[src/rtl/johnson_decoder_if.sv]
// Bus bundle between a Johnson code source and the johnson_decoder integrity monitor.
// The master side drives the code and the error clear; the slave side is the decoder.
interface johnson_decoder_if #(
  parameter int WIDTH = 4
);
  localparam int N  = 2 * WIDTH;
  localparam int IW = $clog2(N);

  logic [WIDTH-1:0] q;
  logic             clr_err;
  logic [IW-1:0]    index;
  logic [N-1:0]     onehot;
  logic             valid;
  logic             code_err;
  logic             seq_err;
  logic             locked;
  logic [7:0]       err_count;

  modport master (
    output q, clr_err,
    input  index, onehot, valid, code_err, seq_err, locked, err_count
  );

  modport slave (
    input  q, clr_err,
    output index, onehot, valid, code_err, seq_err, locked, err_count
  );
endinterface

[src/rtl/johnson_decoder.sv]
// Decodes a Johnson code bus into index/one-hot form, flags illegal codes and steps,
// tracks lock to a correctly stepping counter and keeps a saturating error count.
module johnson_decoder #(
  parameter int WIDTH      = 4,
  parameter int LOCK_CNT   = 4,
  parameter int ALLOW_HOLD = 0
) (
  input  logic            clk,
  input  logic            reset,
  johnson_decoder_if.slave bus
);
  localparam int N  = 2 * WIDTH;
  localparam int IW = $clog2(N);

  typedef enum logic [1:0] {HUNT, SYNC, LOCK} state_t;

  state_t        state_q, state_d;
  logic [3:0]    gcnt_q, gcnt_d;
  logic [IW-1:0] index_q, index_d;
  logic [N-1:0]  onehot_q, onehot_d;
  logic          valid_q, valid_d;
  logic          codeErr_q, codeErr_d;
  logic          seqErr_q, seqErr_d;
  logic [7:0]    errCount_q, errCount_d;

  logic [WIDTH-1:0] packedOnes;
  logic [IW-1:0]    ones;
  logic [IW-1:0]    curIdx;
  logic [IW-1:0]    succIdx;
  logic             legal;
  logic             isStep;

  // Codes with the MSB set are inverted so both halves become "ones packed from bit 0".
  always_comb begin
    packedOnes = bus.q[WIDTH-1] ? ~bus.q : bus.q;
    ones = '0;
    for (int i = 0; i < WIDTH; i++) begin
      ones = ones + IW'(packedOnes[i]);
    end
    legal  = ((packedOnes & (packedOnes + WIDTH'(1))) == '0);
    curIdx = bus.q[WIDTH-1] ? (IW'(WIDTH) + ones) : ones;
  end

  always_comb begin
    succIdx  = (index_q == IW'(N - 1)) ? '0 : (index_q + IW'(1));
    isStep   = (curIdx == succIdx) || ((ALLOW_HOLD != 0) && (curIdx == index_q));
    seqErr_d = legal && valid_q && !isStep;
    valid_d  = legal;
    codeErr_d = !legal;
    index_d  = legal ? curIdx : index_q;
    onehot_d = legal ? ({{(N-1){1'b0}}, 1'b1} << curIdx) : '0;
  end

  // Counting the previously registered error keeps err_count one edge behind the flags.
  always_comb begin
    errCount_d = errCount_q;
    if (bus.clr_err) begin
      errCount_d = '0;
    end else if ((codeErr_q || seqErr_q) && (errCount_q != 8'hFF)) begin
      errCount_d = errCount_q + 8'd1;
    end
  end

  always_comb begin
    state_d = state_q;
    gcnt_d  = gcnt_q;
    case (state_q)
      HUNT: begin
        if (legal) begin
          state_d = SYNC;
          gcnt_d  = '0;
        end
      end
      SYNC: begin
        if (!legal) begin
          state_d = HUNT;
          gcnt_d  = '0;
        end else if (seqErr_d) begin
          gcnt_d = '0;
        end else begin
          gcnt_d = gcnt_q + 4'd1;
          if ((gcnt_q + 4'd1) == 4'(LOCK_CNT)) begin
            state_d = LOCK;
          end
        end
      end
      LOCK: begin
        if (!legal || seqErr_d) begin
          state_d = HUNT;
          gcnt_d  = '0;
        end
      end
      default: begin
        state_d = HUNT;
        gcnt_d  = '0;
      end
    endcase
  end

  always_ff @(posedge clk or posedge reset) begin
    if (reset) begin
      state_q    <= HUNT;
      gcnt_q     <= '0;
      index_q    <= '0;
      onehot_q   <= '0;
      valid_q    <= 1'b0;
      codeErr_q  <= 1'b0;
      seqErr_q   <= 1'b0;
      errCount_q <= '0;
    end else begin
      state_q    <= state_d;
      gcnt_q     <= gcnt_d;
      index_q    <= index_d;
      onehot_q   <= onehot_d;
      valid_q    <= valid_d;
      codeErr_q  <= codeErr_d;
      seqErr_q   <= seqErr_d;
      errCount_q <= errCount_d;
    end
  end

  assign bus.index     = index_q;
  assign bus.onehot    = onehot_q;
  assign bus.valid     = valid_q;
  assign bus.code_err  = codeErr_q;
  assign bus.seq_err   = seqErr_q;
  assign bus.locked    = (state_q == LOCK);
  assign bus.err_count = errCount_q;
endmodule

[src/flat_wrapper.sv]
// flat-port wrapper written by rule: the top's interface ports become plain ports
module johnson_decoder_flat 
#(
  parameter int WIDTH      = 4,
  parameter int LOCK_CNT   = 4,
  parameter int ALLOW_HOLD = 0
)
  (clk, reset, bus_q, bus_clr_err, bus_index, bus_onehot, bus_valid, bus_code_err, bus_seq_err, bus_locked, bus_err_count);
  johnson_decoder_if #(.WIDTH(WIDTH)) bus_i ();
  input  logic clk;
  input  logic reset;
  input wire logic [$bits(bus_i.q)-1:0] bus_q;
  input wire logic [$bits(bus_i.clr_err)-1:0] bus_clr_err;
  output wire logic [$bits(bus_i.index)-1:0] bus_index;
  output wire logic [$bits(bus_i.onehot)-1:0] bus_onehot;
  output wire logic [$bits(bus_i.valid)-1:0] bus_valid;
  output wire logic [$bits(bus_i.code_err)-1:0] bus_code_err;
  output wire logic [$bits(bus_i.seq_err)-1:0] bus_seq_err;
  output wire logic [$bits(bus_i.locked)-1:0] bus_locked;
  output wire logic [$bits(bus_i.err_count)-1:0] bus_err_count;
  assign bus_i.q = bus_q;
  assign bus_i.clr_err = bus_clr_err;
  assign bus_index = bus_i.index;
  assign bus_onehot = bus_i.onehot;
  assign bus_valid = bus_i.valid;
  assign bus_code_err = bus_i.code_err;
  assign bus_seq_err = bus_i.seq_err;
  assign bus_locked = bus_i.locked;
  assign bus_err_count = bus_i.err_count;
  johnson_decoder #(.WIDTH(WIDTH), .LOCK_CNT(LOCK_CNT), .ALLOW_HOLD(ALLOW_HOLD)) u_core (.clk(clk), .reset(reset), .bus(bus_i));
endmodule
[config.mk]
export PLATFORM = sky130hd
export DESIGN_NAME = johnson_decoder_flat
export DESIGN_NICKNAME = d
export VERILOG_FILES = /design/src/rtl/johnson_decoder_if.sv /design/src/rtl/johnson_decoder.sv /design/src/flat_wrapper.sv
export SDC_FILE = /design/constraint.sdc
export NUM_CORES = 1
export LEC_CHECK = 0
export CORE_UTILIZATION = 54
export DETAILED_ROUTE_END_ITERATION = 8
export GPL_ROUTABILITY_DRIVEN = 0
export PLACE_DENSITY = 0.91
export SYNTH_ARGS = -nofsm -noshare
export SYNTH_HDL_FRONTEND = slang
export SYNTH_SLANG_ARGS = --single-unit
[constraint.sdc]
create_clock -name clk -period 4.75 [get_ports clk]
set_input_delay 0.95 -clock clk [delete_from_list [all_inputs] [get_ports clk]]
set_output_delay 0.95 -clock clk [all_outputs]
set_load 0.02 [all_outputs]
==> results of run 1 <==
## cell families (layout without fill, tap and decap cells)
logic type	after synthesis	count (layout)
xor gates and xnor gates	14	14
muxes	1	1
adders and majority gates	9	9
DFF	28	28
AOI/OAI and AO/OA	20	20
and+or+nand+nor	52	52
buffers and inverters	8	39
## Yosys cell counts (all sizes together)
library cell | n | area [um2]
nand4 | 3 | 18.77
nor3b | 2 | 15.01
a211oi | 1 | 7.510
and3b | 1 | 8.760
xor3 | 1 | 23.77
nand2 | 5 | 18.77
inv | 6 | 22.52
xor2 | 8 | 70.07
o21a | 3 | 22.52
buf | 2 | 15.01
and3 | 2 | 12.51
xnor2 | 5 | 43.79
dfrtp | 28 | 700.7
nor2 | 18 | 67.56
nand3b | 1 | 7.510
o21ba | 1 | 10.01
nand2b | 3 | 18.77
nor3 | 4 | 20.02
o41ai | 1 | 27.53
o2bb2ai | 1 | 8.760
a32o | 2 | 20.02
a41oi | 1 | 16.27
fa | 1 | 20.02
a22o | 1 | 8.760
nand3 | 2 | 10.01
o211ai | 1 | 7.510
nor4b | 1 | 8.760
and2 | 2 | 12.51
a21oi | 4 | 23.77
or3 | 2 | 12.51
o21ai | 1 | 5.000
nor2b | 6 | 37.54
mux2i | 1 | 10.01
a21boi | 2 | 26.28
a311oi | 1 | 8.760
ha | 8 | 100.1
## worst max path at each step
stage                                  end  slack, ps  cells past startpoint
after detailed placement  u_core.gcnt_q[3]        640                     11
after floorplan           u_core.gcnt_q[0]       1480                     11
after global routing      u_core.gcnt_q[0]        770                     11
after CTS                 u_core.gcnt_q[3]        990                     11
after global placement    u_core.gcnt_q[0]        850                     11
final                     u_core.gcnt_q[3]        990                     11
## cell usage in the layout (no fill, tap or decap), drive strengths merged, types with 2 or more instances in the layout
master	n
nand3	2
nor3	4
nand2	5
nor3b	2
or3	2
nor2	18
clkdlybuf4s50	29
and2	2
nor2b	6
xnor2	5
a32o	2
dfrtp	28
clkbuf	4
nand4	3
o21a	3
a21boi	2
xor2	8
inv	6
ha	8
a21oi	4
nand2b	3
and3	2
## area by class of cell
cell class	instances	share of cell area
clock buffers	4	0.01997
inverters	6	0.01240
multi-input cells	96	0.4015
flip-flops and latches	28	0.3857
well taps	30	0.02066
repair buffers	29	0.1598
## power by group through the flow
stage                     Clock, uW  Combinational, uW  Sequential [uW]
after global routing            126                215              284
after global placement            0                187              283
after detailed placement          0                196              285
after CTS                       118                197              280
final                           114                195              280
after floorplan                   0                109              304
## through the flow
step | instance area (um2) | worst slack (ps)
4_1_cts | 1817 | 993.7
3_3_place_gp | 1780 | 853.5
2_1_floorplan | 1468 | 1481
3_5_place_dp | 1780 | 641.0
6_report | 1817 | 991.3
5_1_grt | 1817 | 771.9
## sequential cells by signal, indices dropped and copies added, names as in the netlist
name / count
u_core.bus.valid: 1
u_core.bus.index: 3
u_core.bus.onehot: 8
u_core.bus.code_err: 1
u_core.bus.err_count: 8
u_core.bus.seq_err: 1
u_core.gcnt_q: 4
u_core.state_q: 2
## per-layer routing
metal / GRT usage / wire length (um)
met1: 0.2645 / 1192
met2: 0.4329 / 1478
met3: 0.02542 / 81
met4: 0.08547 / 19
met5: 0 / 0
## critical path: stages
cell	delay, ps
clkdlybuf4s50_1	590
xnor2_1	360
inv_1	90
ha_1	300
ha_1	210
ha_1	220
xor3_1	400
o41ai_4	340
o211ai_1	170
a21oi_2	230
a32o_1	150
==> run summary, run 1 <==
Worst Hold Class -> flop to flop
Clock Sink Count -> 28
Final std cells w/o fill -> 193
Yosys Warn Count -> 0
Critical Path Sink Type -> flop
Util after Layout -> 0.7202
Worst r2r src -> u_core.bus.index[0]
Outcome -> finished clean
Chip height -> 54.14 um
P_leak -> 0.0008136 uW
Post-CTS Resized -> 0
Max Clock Skew -> 1.021 ps
RSZ-0062 raised after global routing -> no
Max VDD drop -> 0.0002672 V
P_sw -> 191.1 uW
Worst hold slack -> 552.2 ps
Mapped Nets -> 148
Number of global-route vias before repair -> 1093
First DRT Iteration DRCs -> 11
Initial Util -> 0.5818
Post-layout min period -> 3759 ps
Clock Power Share -> 0.193
Yosys cell types -> 40
# diodes -> 0
CTS tree -> built
Combinational Power Share -> 0.331
Fmax achieved -> 266.1 MHz
Vias -> 1059
Max_cap viols -> 0
Main combinational cell family by area after synthesis -> simple AND/OR/NAND/NOR gates
Clk buf depth -> 2
Post-Syn Area -> 1468 um2
Clk slew on worst S/H paths -> 140 ps
Number of port buffers -> 29
WS Path Type -> input pin to flop
CP Max Fanout -> 9
DRC viols -> 0
Total congestion overflow -> 0
Reg-to-reg critical path endpoint -> u_core.gcnt_q[3]
Synth Register Bits -> 28
Core Area -> 2522 um2
Post-Synth XOR/XNOR Area -> 0.09378
Cell count after synthesis -> 132
HPWL Detailed -> 2147 um
Initial antenna violation count -> 0
Nets -> 180
FP Rows -> 18
Dpl cells -> 189
Final hold vios -> 0
Pwr Total -> 588.7 uW
Final slew viol count -> 0
Chip Width -> 54.14 um
Hold_sp -> u_core.state_q[1]
Hold EP -> u_core.state_q[0]
Post-CTS Setup Inserts -> 0
Setup TNS -> 0 ps
Slew @ Worst Pin -> 1049 ps
GRT Util Overall -> 0.2310
Data required time of the critical path -> 5020 ps
Share of layout cells above drive strength 1 -> 0.06135
Max_slew headroom -> 0.3000
First-pass GRT wire length -> 4747 um
Largest net degree at the start of global routing -> 29
Simple-Gate Fraction of Synth Area -> 0.1833
Via density -> 5.487
Tcrit/Tclk final -> 0.7913
Cts hold-fix bufs -> 0
Cell Pwr Density -> 324.0 nW/um2
P_int -> 397.6 uW
FF/Latch Area -> 700.7 um2
WP data arrival -> 4030 ps
Clock buffer count from CTS -> 3
Detailed-route wire length -> 2771 um
Root Buffer -> clkbuf_4
Worst-Skew Late Latency -> 320 ps
FF-to-FF setup slack -> 2590 ps
Reg power frac -> 0.476
Post-synthesis mux area share -> 0.006820
WL/cell -> 14.36 um
Io pins -> 30
Area grow syn2layout -> 23.78%
R2R cell count -> 7
Crit path from -> bus_q[3]
Htree depth -> 1
Syn avg cell area -> 11.12 um2
Hold Path Depth -> 1
Area occupied by multi-input gates -> 729.5 um2
Fillers -> 185
First-pass DRT Iterations -> 6
Final antenna-violating net count -> 0
Full die area -> 2931 um2
Startpoint types -> input pin
Sw frac -> 0.3247
Setup violators final -> 0
Synth Area in Adders -> 0.08184
Compound-Gate Fraction of Synth Area -> 0.1313
Sequential fraction of the synthesis area -> 0.4774
(Power assumes the default switching activity.)
==> run 2: changes to the inputs <==
--- a/config.mk
+++ b/config.mk
@@ -5,10 +5,10 @@
 export SDC_FILE = /design/constraint.sdc
 export NUM_CORES = 1
 export LEC_CHECK = 0
-export CORE_UTILIZATION = 54
+export CORE_UTILIZATION = 45
 export DETAILED_ROUTE_END_ITERATION = 8
 export GPL_ROUTABILITY_DRIVEN = 0
-export PLACE_DENSITY = 0.91
+export PLACE_DENSITY = 0.82
 export SYNTH_ARGS = -nofsm -noshare
 export SYNTH_HDL_FRONTEND = slang
 export SYNTH_SLANG_ARGS = --single-unit
==> constraint.sdc (replaced) <==
create_clock -name clk -period 3.3 [get_ports clk]
set_input_delay 0.66 -clock clk [delete_from_list [all_inputs] [get_ports clk]]
set_output_delay 0.66 -clock clk [all_outputs]
set_load 0.02 [all_outputs]
==> run 2 against run 1 <==
  * Clock power rose by 38%
  * Combinational power up 51%
  * Sequential power is 44% higher
  * Critical path depth stayed put
  * Die area is 19% higher
  * Critical path type unchanged
  * Largest power group unchanged
==> run summary, run 2 (synthesized netlist as in run 1, its figures left out) <==
Outcome -> finished clean
HPWL Detailed -> 2025 um
Max VDD drop -> 0.0002540 V
RSZ-0062 raised after global routing -> no
FP Rows -> 20
Final hold vios -> 0
Clock Sink Count -> 28
First DRT Iteration DRCs -> 48
Detailed-route wire length -> 2568 um
CP Max Fanout -> 5
Worst r2r src -> u_core.bus.index[0]
Max_slew headroom -> 0.3298
Area post-placement -> 1851 um2
Commonest non-fill, non-tap cell in the layout -> clkdlybuf4s50_1
Hold Path Depth -> 1
Sw frac -> 0.3165
Post-CTS Resized -> 0
Post-layout min period -> 3165 ps
Nets -> 187
Reg-to-reg critical path endpoint -> u_core.gcnt_q[2]
Max_cap viols -> 0
Pre-CTS WS -> -128.5 ps
Vias -> 1059
Clock buffer count from CTS -> 3
Initial Util -> 0.4768
Worst-Skew Late Latency -> 310 ps
Pwr Total -> 856.0 uW
Clk slew on worst S/H paths -> 140 ps
Chip height -> 59.11 um
GRT Util Overall -> 0.1670
Final slew viol count -> 0
Worst Slack Setup Final -> 135.4 ps
Initial antenna violation count -> 0
CTS tree -> built
WP data arrival -> 3410 ps
P_int -> 585.1 uW
DRC viols -> 0
Root Buffer -> clkbuf_4
Util after Layout -> 0.6130
Startpoint types -> input pin
Tcrit/Tclk final -> 0.9590
Via density -> 4.949
Setup violators final -> 0
Max Clock Skew -> 0.9069 ps
Io pins -> 30
WS Path Type -> input pin to flop
Fmax achieved -> 316.0 MHz
Htree depth -> 1
Data required time of the critical path -> 3550 ps
Chip Width -> 59.11 um
Final Cell Area -> 1887 um2
Worst hold slack -> 548.0 ps
Post-CTS Setup Inserts -> 0
Worst Hold Class -> flop to flop
Clk buf depth -> 2
Hold_sp -> u_core.state_q[1]
Reg power frac -> 0.471
First-pass DRT Iterations -> 4
Clock Power Share -> 0.184
P_sw -> 270.9 uW
P_leak -> 0.0008476 uW
Cts hold-fix bufs -> 0
FF-to-FF setup slack -> 1170 ps
Final antenna-violating net count -> 0
Hold EP -> u_core.state_q[0]
Combinational Power Share -> 0.345
Slew @ Worst Pin -> 1004 ps
Area grow syn2layout -> 28.56%
Commonest non-fill, non-tap cells in the layout -> clkdlybuf4s50_1, dfrtp_1, nor2_1
# diodes -> 0
Core Area -> 3078 um2
Full die area -> 3494 um2
WL/cell -> 12.00 um
Number of global-route vias before repair -> 1010
Cell Pwr Density -> 453.7 nW/um2
R2R cell count -> 7
Share of layout cells above drive strength 1 -> 0.1000
First-pass GRT wire length -> 4395 um
Critical Path Sink Type -> flop
Fillers -> 250
Largest net degree at the start of global routing -> 29
Number of port buffers -> 29
Total congestion overflow -> 0
==> run 2: changes by cell type in the layout (fill, tap and decap cells not counted) <==
cell	before	now
buf_4	0	7
==> run 2: routing by layer <==
layer  share of wire  vias to the layer above  wire (um)  track usage
met5               0                        -          0            0
met1            0.47                      499       1213       0.2178
met3           0.035                        2         91      0.02838
li1                -                      532          -            -
met4          0.0051                        0         13      0.05782
met2            0.49                       26       1250       0.2808
==> run 2: how the worst max path moves through the flow <==
stage                   from               end  cells past startpoint
CTS                 bus_q[3]  u_core.gcnt_q[2]                     11
finish              bus_q[3]  u_core.gcnt_q[2]                     11
global route        bus_q[3]  u_core.gcnt_q[1]                     11
floorplan           bus_q[3]  u_core.gcnt_q[0]                     11
global placement    bus_q[3]  u_core.gcnt_q[0]                     11
detailed placement  bus_q[3]  u_core.gcnt_q[2]                     11
==> run 2: final cells by class <==
cell class,count,area (um2),share of cell area
Tap cell,44,55.05,0.02918
Inverter,6,22.52,0.01194
Sequential cell,28,700.7,0.3714
Multi-Input combinational cell,96,729.5,0.3866
Timing Repair Buffer,36,342.8,0.1817
Clock buffer,4,36.28,0.01923
==> run 2: stage by stage <==
stage               setup TNS [ps]  std cells
global placement            -161.6        210
CTS                              0        214
detailed placement          -572.8        210
finish                           0        214
floorplan                        0        132
global route                     0        214
==> run 2: power by group through the flow <==
stage	clock network (uW)	logic, uW	registers [uW]
floorplan	0	157	437
global placement	0	285	407
detailed placement	0	294	410
CTS	167	298	403
global route	181	322	407
finish	157	295	403
==> run 2: critical path: stages <==
cell and delay, ps:
clkdlybuf4s50_1 480, xnor2_1 240, inv_1 70, ha_1 290
ha_1 200, ha_1 200, xor3_1 410, o41ai_4 310
a21boi_4 290, nand3_1 90, o2bb2ai_1 150
==> run 3: changes to the inputs <==
--- a/config.mk
+++ b/config.mk
@@ -9,6 +9,7 @@
 export DETAILED_ROUTE_END_ITERATION = 8
 export GPL_ROUTABILITY_DRIVEN = 0
 export PLACE_DENSITY = 0.82
+export SKIP_LAST_GASP = 1
 export SYNTH_ARGS = -nofsm -noshare
 export SYNTH_HDL_FRONTEND = slang
 export SYNTH_SLANG_ARGS = --single-unit
==> results of run 3 <==
No change in the layout: final DEF, timing and power equal those of run 2.
